### src/rtl/seg_pkg.sv
// seg_pkg: active-low segment constants, scroll states and circular index helper
package seg_pkg;
  localparam logic [7:0] SEG_BLANK = 8'hFF;
  localparam logic [7:0] SEG_0 = 8'hC0;
  localparam logic [7:0] SEG_1 = 8'hF9;
  localparam logic [7:0] SEG_2 = 8'hA4;
  localparam logic [7:0] SEG_3 = 8'hB0;
  localparam logic [7:0] DP_MASK = 8'h7F;
  typedef enum logic {IDLE, RUN} state_t;
  function automatic int wrap_idx(input int s, input int n);
    return (s >= n) ? s - n : s;
  endfunction
endpackage

### src/rtl/seg_tick_gen.sv
// seg_tick_gen: one-cycle enable every DIV cycles while en, restartable via clr
module seg_tick_gen #(
  parameter int DIV = 50_000_000
) (
  input  logic clk,
  input  logic rst,
  input  logic clr,
  input  logic en,
  output logic tick
);
  localparam int CW = $clog2(DIV);
  localparam logic [CW-1:0] LAST = CW'(DIV - 1);
  logic [CW-1:0] cnt;
  assign tick = en && (cnt == LAST);
  always_ff @(posedge clk or posedge rst)
    if (rst) cnt <= '0;
    else if (clr) cnt <= '0;
    else if (en) cnt <= tick ? '0 : cnt + CW'(1);
endmodule

### src/rtl/seg_scroll_buffer.sv
// seg_scroll_buffer: message buffer with a scrolling 4-digit window for the scan driver.
// SEG_SCROLL_BOUNCE_EN selects ping-pong scrolling instead of circular.
module seg_scroll_buffer import seg_pkg::*; #(
  parameter int MSG_LEN = 8,
  parameter int SCROLL_DIV = 50_000_000,
  localparam int AW = $clog2(MSG_LEN)
) (
  input  logic          clk,
  input  logic          rst,
  input  logic          wr_en,
  input  logic [AW-1:0] wr_addr,
  input  logic [7:0]    wr_data,
  input  logic          start,
  input  logic          stop,
  input  logic          clear,
  output logic          busy,
  output logic [7:0]    digit3,
  output logic [7:0]    digit2,
  output logic [7:0]    digit1,
  output logic [7:0]    digit0,
  output logic          wrap_pulse
);
  state_t state, state_d;
  logic [AW-1:0] offset, offset_d;
  logic [7:0] msg [MSG_LEN];
  logic [AW-1:0] idx [4];
  logic [7:0] win [4];
  logic tick, step, start_acc, wrap_d, wr_ok;
  assign start_acc = start && !stop && !clear && state == IDLE;
  assign busy = state == RUN;
  assign step = tick && !clear;
  assign wr_ok = wr_en && int'(wr_addr) < MSG_LEN;
  always_comb state_d = clear ? state : stop ? IDLE : start_acc ? RUN : state;
  always_ff @(posedge clk or posedge rst)
    if (rst) state <= IDLE;
    else state <= state_d;
  seg_tick_gen #(.DIV(SCROLL_DIV)) u_tick (
    .clk(clk), .rst(rst), .clr(clear || start_acc), .en(state == RUN), .tick(tick)
  );
`ifdef SEG_SCROLL_BOUNCE_EN
  localparam logic [AW-1:0] TOP = AW'(MSG_LEN - 4);
  logic dir, dir_d;
  // dir = 1 walks backward; reversal happens on the step that leaves an end
  always_comb begin
    wrap_d = dir ? (offset == '0) : (offset == TOP);
    dir_d = dir ^ wrap_d;
    offset_d = (MSG_LEN == 4) ? '0 : dir_d ? offset - AW'(1) : offset + AW'(1);
  end
  always_ff @(posedge clk or posedge rst)
    if (rst) dir <= 1'b0;
    else if (clear) dir <= 1'b0;
    else if (step) dir <= dir_d;
`else
  always_comb begin
    wrap_d = offset == AW'(MSG_LEN - 1);
    offset_d = wrap_d ? '0 : offset + AW'(1);
  end
`endif
  always_ff @(posedge clk or posedge rst)
    if (rst) begin
      offset <= '0;
      wrap_pulse <= 1'b0;
    end else begin
      wrap_pulse <= step && wrap_d;
      if (clear) offset <= '0;
      else if (step) offset <= offset_d;
    end
  always_ff @(posedge clk or posedge rst)
    if (rst) for (int i = 0; i < MSG_LEN; i++) msg[i] <= SEG_BLANK;
    else if (wr_ok) msg[wr_addr] <= wr_data;
  // forward a same-cycle write so it reaches its digit one cycle after the write
  always_comb
    for (int k = 0; k < 4; k++) begin
      idx[k] = AW'(wrap_idx(int'(offset) + k, MSG_LEN));
      win[k] = (wr_ok && wr_addr == idx[k]) ? wr_data : msg[idx[k]];
    end
  always_ff @(posedge clk or posedge rst)
    if (rst) begin
      digit3 <= SEG_BLANK;
      digit2 <= SEG_BLANK;
      digit1 <= SEG_BLANK;
      digit0 <= SEG_BLANK;
    end else begin
      digit3 <= win[0];
      digit2 <= win[1];
      digit1 <= win[2];
      digit0 <= win[3];
    end
endmodule
### config.mk
export PLATFORM = sky130hd
export DESIGN_NAME = seg_scroll_buffer
export DESIGN_NICKNAME = d
export VERILOG_FILES = /design/src/rtl/seg_pkg.sv /design/src/rtl/seg_tick_gen.sv /design/src/rtl/seg_scroll_buffer.sv
export SDC_FILE = /design/constraint.sdc
export NUM_CORES = 1
export LEC_CHECK = 0
export ABC_AREA = 1
export CAP_MARGIN = 20
export CORE_MARGIN = 2
export CORE_UTILIZATION = 50
export CTS_BUF_LIST = sky130_fd_sc_hd__clkbuf_8
export CTS_CLUSTER_DIAMETER = 200
export DETAILED_ROUTE_END_ITERATION = 8
export PLACE_DENSITY = 0.69
export SETUP_SLACK_MARGIN = 0.1
export SYNTH_ARGS = -nofsm -noshare
export SYNTH_HDL_FRONTEND = slang
export SYNTH_SLANG_ARGS = --single-unit
### constraint.sdc
create_clock -name clk -period 8.5 [get_ports clk]
set_clock_uncertainty 0.05 [all_clocks]
set_input_delay 2.55 -clock clk [delete_from_list [all_inputs] [get_ports clk]]
set_output_delay 2.55 -clock clk [all_outputs]
set_load 0.02 [all_outputs]
==> run metrics <==
RSZ-0062 raised after global routing false; sequential share of power a little under half; Reg2Reg Depth 10; Internal ~1.2 mW; post-synth net total around 1.1k; first-pass iteration count of the detailed router 5; Final setup viols 0; Most used DFF post-synth dfstp_2; WP buf/inv 1; register clock-pin slew on the reported worst setup and hold paths approximately 0.080 ns; switch share 29.3%; slowest stage delay, CP about 0.67 ns; filler instances around 1.4k; Rel. slew slack roughly a quarter; Hold WC Path Type register to register; Reg area around 0.0033 mm2; CTS buffer count 17; leading area contributor after synthesis dfstp_2; drt wl/cell around 16 um; core area about 0.015 mm2; slowest CP cell clkdlybuf4s50_1; DR vias between 6k and 7k; multi-input logic area between 0.003 and 0.004 mm2; Antenna Cells 0; EDFF count, synth 0; Post-DRT Antenna Nets 0; Fin Setup TNS 0 ns; Starting DRT DRC Count 620; WHS Path Cells 2; Die Y 126 um; io pins about 50; sequential area share after synthesis roughly 44%; CTS tree yes; leakage between 3 and 4 nW; critical-path maximum fanout 8; starting density of the core 51.2%; Logic pwr share between 20 and 25%; synth-to-layout area growth 13.1%; dominant cells by area after synthesis dfstp_2, nand2_1, dfrtp_1, o21ai_0, inv_1; I/O Buffers 50; Final Max Tran Viols 0; CTS resizes 0; crit path DAT between 1.5 and 2 ns; postcts setup bufs 0; H-tree levels 4; top-area cell type share of the netlist area 33.9%; Clk pwr share about a third; crit-path leading delay family buffers and inverters; fmax between 200 and 250 MHz; worst slew pin tran about 1.1 ns; sequence of cells on the critical path clkdlybuf4s50_1; Clock Sink Count about 130; max-cap violation count 0; routability cong. 0.894; post-synth cell types 42; NetSw between 500 and 600 uW; die area around 0.016 mm2; reg2reg setup slack approximately 5.3 ns; CP endpoint kind primary output; Mean Syn Cell Area roughly 7 um2; Min-Delay Startpoint msg[27]; #FFs+latches synth 127; Final Critical Period around 4.3 ns; GR Util All Layers a little over a quarter; Die Wd 126 um; mapped cell area 0.00744 mm2; first-pass GRT wire length ~33000 um; maximum vdd drop between 0.15 and 0.2 mV; status finished clean; PD cells around 210 mW/mm2; Synth async-reset ratio between 90% and 100%; largest net degree at the start of global routing 89; final wirelength between 20000 and 25000 um; Final Cycle Share about 50%; Crit Path Class register to primary output; final core occ ~58%; Hold Vio Cnt, Final 0; Setup crit start kind register; gate count after technology mapping roughly 1.0k; non-filler cells, final around 1.3k; vias in the first global route approximately 6.3k; fraction of layout cells with a size suffix above 1 15.6%; R2R Path Start offset[0]; CP required between 5 and 6 ns; worst reg2reg endpoint digit2[4]; post-detail-place hpwl approximately 14000 um; num rows between 40 and 50; maximum clock path buffer count 2; # DRC 0; Ys Warns 0; vias per cell 5.39; hold endpoint msg[27]; Layout Nets between 1k and 1.5k; antenna violations before repair 0; remaining global-route overflow 0; DP Cell Count between 1k and 1.5k; Post-CTS Hold Fix Bufs 0; worst-skew pair later-pin latency 0.46 ns; clock root buffer clkbuf_8
[synthesized netlist by cell type (2+ instances only)]
| cell type | instances |
|---|---|
| nor2_2 | 6 |
| clkinv_1 | 2 |
| o21ai_2 | 5 |
| nand2_2 | 5 |
| ha_1 | 4 |
| nor2_1 | 76 |
| o21ai_0 | 141 |
| or2_0 | 2 |
| xnor2_1 | 3 |
| o21ai_1 | 13 |
| o21bai_1 | 2 |
| buf_2 | 19 |
| xor2_1 | 4 |
| clkbuf_1 | 18 |
| and2_0 | 2 |
| o22ai_1 | 2 |
| buf_6 | 5 |
| inv_1 | 77 |
| dfstp_2 | 96 |
| dfrtp_1 | 31 |
| nand4_1 | 18 |
| o211ai_1 | 15 |
| nand2_1 | 385 |
| nand2_4 | 2 |
| nor3_1 | 8 |
| buf_4 | 5 |
| and2_1 | 3 |
| nor2_4 | 2 |
| nand3_1 | 54 |
| or2_2 | 6 |
| a21oi_1 | 10 |
| inv_2 | 4 |
[layer usage]
layer / global-route usage [%] / vias to the layer above / routed length, um
met5: 0 / - / 0
met4: 12.2 / 0 / 894
met3: 5.95 / 50 / 1190
met2: 43.2 / 234 / 9540
met1: 34.3 / 3120 / 8560
li1: - / 3365 / -
[kinds of logic (layout without fill, tap and decap cells)]
kind of cell    Yosys count  in the layout  share of synthesized area (%)
flops                   127            127                           44.3
simple gates            573            573                           32.1
compound gates          190            190                           13.7
buf+inv                 132            169                           7.75
xor+xnor                  9              9                           1.41
fa+ha+maj                 4              4                          0.672
[final cells by class]
| cell class | count | area share (%) |
|---|---|---|
| repair buffers | 54 | 6.63 |
| multi-input cells | 776 | 42.4 |
| inverters | 83 | 3.73 |
| flip-flops and latches | 127 | 39.2 |
| clock buffers | 18 | 2.94 |
| clock inverters | 14 | 2.35 |
| well taps | 184 | 2.74 |
[flip-flops by register name (all words and copies together), names as in the netlist]
register,flops
u_tick.cnt,26
digit3,8
wrap_pulse,1
digit0,8
digit2,8
msg,64
digit1,8
busy,1
offset,3
[how the worst max path moves through the flow]
| stage | startpoint | end | slack, ns | cells past startpoint |
|---|---|---|---|---|
| 2_1_floorplan | rst | busy | 2.67 | 1 |
| 3_3_place_gp | rst | offset[0] | 3.92 | 3 |
| 3_5_place_dp | rst | offset[0] | 3.88 | 3 |
| 4_1_cts | busy | busy | 4.21 | 1 |
| 5_1_grt | busy | busy | 4.19 | 1 |
| 6_report | busy | busy | 4.24 | 1 |
[placed cells by master, fill, tap and decap left out, types with 4 or more instances in the layout]
cell type          n
nand2_1          385
clkinv_2           5
o21ai_1           13
clkdlybuf4s50_1   50
nor2_1            76
a21oi_1           10
xor2_1             4
nor2_2             6
o21ai_0          141
o21ai_2            5
ha_1               4
dfrtp_1           30
o211ai_1          15
or2_2              6
dfstp_2           96
clkbuf_8          18
nor3_1             8
nand4_1           18
nand3_1           54
inv_1             78
bufinv_16          5
inv_2              4
nand2_2            5
[power by group through the flow]
stage	Combinational, mW	Sequential, mW	Clock (mW)
floorplan	0.190	0.841	0
global placement	0.355	0.809	0
detailed placement	0.361	0.811	0
CTS	0.362	0.802	0.609
global route	0.406	0.814	0.640
finish	0.364	0.802	0.596
[through the flow]
step	setup WS, ns	hold WS (ns)	total power, mW	cell area, um2
final	4.24	0.442	1.76	8420
after global routing	4.19	0.456	1.86	8420
after CTS	4.21	0.443	1.77	8370
after detailed placement	3.88	0.431	1.17	7930
after global placement	3.92	0.426	1.16	7930
after floorplan	2.67	0.420	1.03	7440
Power figures use the tool's default switching activity.
